$ cat src/rtl/axis_multi_comparator.sv
`default_nettype none
// ============================================================================
// Module   : axis_multi_comparator
// Brief    : Joins N AXI-Stream inputs beat by beat and compares streams 1..N-1
//            against stream 0 within a signed tolerance; reports a final verdict.
// Revision : 1.0 - initial release
// ============================================================================
module axis_multi_comparator #(
    parameter int DATA_WIDTH       = 32,
    parameter int NUM_STREAMS      = 4,
    parameter int TOLERANCE        = 0,
    parameter int STOP_ON_MISMATCH = 1,
    parameter int CNT_WIDTH        = 16
) (
    input  logic                                 clk,
    input  logic                                 rst,
    input  logic [NUM_STREAMS-1:0]               s_valid,
    output logic [NUM_STREAMS-1:0]               s_ready,
    input  logic [NUM_STREAMS-1:0]               s_last,
    input  logic [NUM_STREAMS*DATA_WIDTH-1:0]    s_data,
    input  logic                                 clear,
    output logic [2:0]                           result,
    output logic                                 done,
    output logic [CNT_WIDTH-1:0]                 beat_count,
    output logic [CNT_WIDTH-1:0]                 mismatch_count,
    output logic [CNT_WIDTH-1:0]                 first_mismatch_index,
    output logic [((NUM_STREAMS > 2) ? $clog2(NUM_STREAMS) : 1)-1:0] first_mismatch_channel
);

    localparam int CH_W = (NUM_STREAMS > 2) ? $clog2(NUM_STREAMS) : 1;
    localparam int DW1  = DATA_WIDTH + 1;
    localparam logic [DATA_WIDTH:0] c_tol = DW1'(TOLERANCE);

    typedef enum logic [1:0] {
        S_RUN           = 2'd0,
        S_DONE_EQUAL    = 2'd1,
        S_DONE_MISMATCH = 2'd2,
        S_DONE_LENGTH   = 2'd3
    } state_t;

    state_t                 r_state;
    state_t                 w_state_nxt;
    logic [CNT_WIDTH-1:0]   r_beat_cnt;
    logic [CNT_WIDTH-1:0]   r_mis_cnt;
    logic [CNT_WIDTH-1:0]   r_first_idx;
    logic [CH_W-1:0]        r_first_ch;

    logic                   w_accept;
    logic [NUM_STREAMS-1:0] w_mis;
    logic                   w_beat_mis;
    logic                   w_len_err;
    logic                   w_all_last;
    logic [CH_W-1:0]        w_first_ch;

    assign w_accept   = (r_state == S_RUN) && !clear && (&s_valid);
    assign s_ready    = {NUM_STREAMS{w_accept}};
    assign w_beat_mis = |w_mis;
    assign w_len_err  = (|s_last) && !(&s_last);
    assign w_all_last = &s_last;

    // Sign-extend by one bit so the difference of two extreme values cannot overflow.
    generate
        for (genvar gi = 0; gi < NUM_STREAMS; gi++) begin : g_chan
            if (gi == 0) begin : g_ref
                assign w_mis[gi] = 1'b0;
            end else begin : g_cmp
                logic [DATA_WIDTH-1:0] w_ref;
                logic [DATA_WIDTH-1:0] w_dat;
                logic signed [DATA_WIDTH:0] w_diff;
                logic [DATA_WIDTH:0]   w_abs;
                assign w_ref  = s_data[0 +: DATA_WIDTH];
                assign w_dat  = s_data[gi*DATA_WIDTH +: DATA_WIDTH];
                assign w_diff = $signed({w_dat[DATA_WIDTH-1], w_dat})
                              - $signed({w_ref[DATA_WIDTH-1], w_ref});
                assign w_abs  = w_diff[DATA_WIDTH] ? DW1'(-w_diff) : DW1'(w_diff);
                assign w_mis[gi] = (w_abs > c_tol);
            end
        end
    endgenerate

    // Scan from the top down so the lowest failing channel wins.
    always_comb begin
        w_first_ch = '0;
        for (int i = NUM_STREAMS - 1; i >= 1; i--) begin
            if (w_mis[i]) begin
                w_first_ch = CH_W'(i);
            end
        end
    end

    always_comb begin
        w_state_nxt = r_state;
        if (clear) begin
            w_state_nxt = S_RUN;
        end else if (w_accept) begin
            if (STOP_ON_MISMATCH != 0) begin
                if (w_beat_mis)      w_state_nxt = S_DONE_MISMATCH;
                else if (w_len_err)  w_state_nxt = S_DONE_LENGTH;
                else if (w_all_last) w_state_nxt = S_DONE_EQUAL;
            end else begin
                if (w_len_err) begin
                    w_state_nxt = S_DONE_LENGTH;
                end else if (w_all_last) begin
                    w_state_nxt = ((r_mis_cnt != '0) || w_beat_mis) ? S_DONE_MISMATCH
                                                                    : S_DONE_EQUAL;
                end
            end
        end
    end

    always_ff @(posedge clk) begin
        if (rst || clear) begin
            r_state     <= S_RUN;
            r_beat_cnt  <= '0;
            r_mis_cnt   <= '0;
            r_first_idx <= '0;
            r_first_ch  <= '0;
        end else begin
            r_state <= w_state_nxt;
            if (w_accept) begin
                if (r_beat_cnt != '1) begin
                    r_beat_cnt <= r_beat_cnt + 1'b1;
                end
                if (w_beat_mis) begin
                    if (r_mis_cnt != '1) begin
                        r_mis_cnt <= r_mis_cnt + 1'b1;
                    end
                    // A saturating count never returns to zero, so zero means "first".
                    if (r_mis_cnt == '0) begin
                        r_first_idx <= r_beat_cnt;
                        r_first_ch  <= w_first_ch;
                    end
                end
            end
        end
    end

    always_comb begin
        result = 3'b000;
        case (r_state)
            S_DONE_EQUAL:    result = 3'b001;
            S_DONE_MISMATCH: result = 3'b010;
            S_DONE_LENGTH:   result = 3'b100;
            default:         result = 3'b000;
        endcase
    end

    assign done                   = (r_state != S_RUN);
    assign beat_count             = r_beat_cnt;
    assign mismatch_count         = r_mis_cnt;
    assign first_mismatch_index   = r_first_idx;
    assign first_mismatch_channel = r_first_ch;

endmodule
`default_nettype wire

$ cat config.mk
export PLATFORM = sky130hd
export DESIGN_NAME = axis_multi_comparator
export DESIGN_NICKNAME = d
export VERILOG_FILES = /design/src/rtl/axis_multi_comparator.sv
export SDC_FILE = /design/constraint.sdc
export NUM_CORES = 1
export LEC_CHECK = 0
export ABC_AREA = 1
export CAP_MARGIN = 0
export CORE_MARGIN = 3
export CORE_UTILIZATION = 40
export DETAILED_ROUTE_END_ITERATION = 8
export HOLD_SLACK_MARGIN = 0.02
export PLACE_DENSITY = 0.63
export SLEW_MARGIN = 25
export SYNTH_ARGS = -nofsm -noshare
export SYNTH_HDL_FRONTEND = slang
export SYNTH_SLANG_ARGS = --single-unit
$ cat constraint.sdc
create_clock -name clk -period 4.55 [get_ports clk]
set_input_delay 1.1375 -clock clk [delete_from_list [all_inputs] [get_ports clk]]
set_output_delay 1.1375 -clock clk [all_outputs]
set_load 0.01 [all_outputs]
==> results.ini <==
[placed_design]
dp_hpwl_um = 51550
port_buffers = 196
finalWeightedCongestion = 0.9641
placedCellCount = 3922

[critical_path]
reg2reg_slack_ns = 1.50
start_kind = primary input
crit_end = mismatch_count[8]$_SDFFE_PP0P_
crit_path_start = s_data[28]
worst_path_max_delay_cell = clkdlybuf4s50_1
critPathKind = primary input to register
critPathMaxStageDelay_ns = 0.50
end_kind = register
crit_fanout = 8
required_ns = 4.77
critPathTopFamily = simple AND/OR/NAND/NOR gates
cp_num_buf_inv = 6
r2r_end = mismatch_count[5]$_SDFFE_PP0P_
reg2reg_depth = 9
regToRegStartpoint = mismatch_count[0]$_SDFFE_PP0P_
cp_num_cells = 25
cp.arrival_ns = 4.77

[synth]
ys_warn_count = 0
synth_nets = 2995
synth_edf_count = 0
ys_types = 45
yosysSeqAreaShare = 0.07598
ys_ff_latch = 52
avgSynthCellArea_um2 = 4.975
async_flop_share = 0
synthFlopType = dfxtp_1
netlist_instances = 2754
synth_top_cell_by_area = nand2_1
synth_area_um2 = 13700
synth_top_cell_area_share = 0.2915
synthTopCellsByArea = nand2_1 (29%), inv_1 (13%), ha_1 (9.0%), nand3_1 (8.8%), nor2_1 (8.4%)

[cts]
cts_tree = built
htreeDepth = 2
insertion_delay_ns = 0.30
numCtsBuffers = 5
clock-sinks = 52
cts_root_buffer = clkbuf_16
cts_hold_buf = 0
clk_pin_slew_worst_paths_ns = 0.07
cts_buffer_depth = 2

[die]
fp.dieH_um = 191.1
die_area_um2 = 36510
rows = 67
start_util = 0.4076
ios = 197
die_w_um = 191.1
coreArea_um2 = 33620

[drt]
drc = 0
route.vias.total = 21057
routed_wl_um = 67130
drt_iter0_markers = 1395
drtPass1Iterations = 6
final_antenna_net_count = 0
wl_per_cell_um = 16.64
vias_per_cell = 5.219

[global_routing]
overflow = 0
grt_use_met1 = 0.4214
use_met3 = 0.03833
grt_pass1_vias = 19500
grt_start_max_net_pins = 34
grt_usage = 0.3294
antenna_found_initial = 8
met2_usage = 0.5666
grt-busiest-layer = met2
grt_pass1_wl_um = 96920

[finish]
nets = 3823
final_cell_mix = nand2_1 (783), buf_4 (605), inv_1 (412)
nFillCells = 2641
drive_above_1_share = 0.4315
finalNonFillerCells = 4035
final_common_cell = nand2_1
utilization = 0.7591
syn2layout_area_growth_pct = 86.25

[sta]
report.final.slew_viol_count = 0
clock.fmax_mhz = 220.0
clock_skew_ns = 0.005557
finalHoldViolCount = 0
hold_slack_ns = 0.4876
fin_crit_ns = 4.546
slew_headroom = 0.3215
setup_viol = 0
rsz0062_at_grt = yes
worst_pin_slew_ns = 1.015
min_period_over_period = 0.9991

[power]
powerDensity_nw_per_um2 = 182.8
power.leakage_uw = 0.01302
ir_drop_mv = 0.1448

[run]
drv_cap = 0

[worst_hold_path]
hp-class = register to register

[status]
status = completed

[metrics by stage]
step           total power (µW)  area, µm²  setup TNS, ns  setup WS (ns)
2_1_floorplan              1936      13700              0         0.3219
4_1_cts                    4002      22530       -0.05629       -0.01742
6_report                   4665      25520              0       0.003954
3_5_place_dp               3251      20190         -34.31         -1.029
5_1_grt                    4997      25510         -4.620        -0.1886
3_3_place_gp               3220      20190         -31.61        -0.9369
[cell usage after synthesis (2+ instances only)]
cell,instances
inv_2,21
a21oi_2,2
xor2_1,25
nor2_4,6
nor2_1,305
o21bai_1,9
nand3_2,7
inv_1,476
nand3_1,242
buf_4,10
xnor2_1,10
nor3_1,38
nand4_2,2
buf_8,2
nand4_1,64
a21o_1,6
or2_2,2
and2_1,4
nand2_2,29
nand2_1,1064
nand2_4,3
o211ai_1,3
fa_1,3
nor3_2,3
ha_1,99
buf_2,3
a31oi_1,2
clkbuf_1,5
buf_6,10
dfxtp_1,52
o21ai_1,6
a21oi_4,2
nand3b_1,21
o21ai_0,53
nor2_2,25
a21oi_1,122
nor4_1,9
o31ai_1,2
[state kept, by name, indices dropped and copies added, names as in the netlist]
register	cells
beat_count	16
first_mismatch_channel	2
r_state	2
first_mismatch_index	16
mismatch_count	16
[where the power goes]
part | internal (µW) | leakage [µW] | switching [µW]
Sequential | 456 | 0.000419 | 1.33
Combinational | 1730 | 0.0125 | 2070
Clock | 208 | 0.0000708 | 190
Total | 2400 | 0.0130 | 2270
[worst reg2reg max path, stage by stage (launching register included)]
cell     delay (ns)
dfxtp_1        0.40
ha_1           0.27
nand2_1        0.10
nor2_1         0.25
nand2_1        0.14
nor4_1         0.21
nand4_1        0.83
nand3_4        0.53
nand2_1        0.11
a21oi_1        0.15
[per-layer routing]
metal	up-vias	wire, µm
li1	10271	-
met2	765	31670
met1	9786	27640
met3	221	3971
met4	14	3753
met5	-	100
[cell type report]
class	count	area [µm²]	share of cell area
clock inverters	3	25.02	0.0009807
multi-input cells	2176	14520	0.5690
diodes	4	10.01	0.0003923
repair inverters	2	16.27	0.0006374
flip-flops and latches	52	1041	0.04080
well taps	448	560.5	0.02197
clock buffers	5	125.1	0.004903
repair buffers	848	7256	0.2843
inverters	497	1963	0.07693
[how the worst min path moves through the flow]
| stage | to | startpoint | slack (ns) | depth (start not counted) |
|---|---|---|---|---|
| after floorplan | first_mismatch_channel[1]$_SDFFE_PP0P_ | first_mismatch_channel[1]$_SDFFE_PP0P_ | 0.50 | 2 |
| after global placement | first_mismatch_channel[1]$_SDFFE_PP0P_ | first_mismatch_channel[1]$_SDFFE_PP0P_ | 0.48 | 2 |
| after detailed placement | first_mismatch_channel[1]$_SDFFE_PP0P_ | first_mismatch_channel[1]$_SDFFE_PP0P_ | 0.47 | 2 |
| after CTS | first_mismatch_channel[1]$_SDFFE_PP0P_ | first_mismatch_channel[1]$_SDFFE_PP0P_ | 0.49 | 2 |
| after global routing | first_mismatch_channel[1]$_SDFFE_PP0P_ | first_mismatch_channel[1]$_SDFFE_PP0P_ | 0.55 | 2 |
| final | first_mismatch_channel[1]$_SDFFE_PP0P_ | first_mismatch_channel[1]$_SDFFE_PP0P_ | 0.49 | 2 |
[timing repair]
item                       4_1_cts  5_1_grt
buffers inserted                33       65
resized for setup              461      692
pin swaps                       97      306
cloned                           0        4
setup endpoints to repair       36       36
[cells by family after synthesis]
family | synth area share
buf+inv | 0.1552
simple gates | 0.5684
flops | 0.07598
compound gates | 0.08329
fa+ha+maj | 0.09479
xor+xnor | 0.02237
Note: power is estimated with default switching activity, not from simulation.
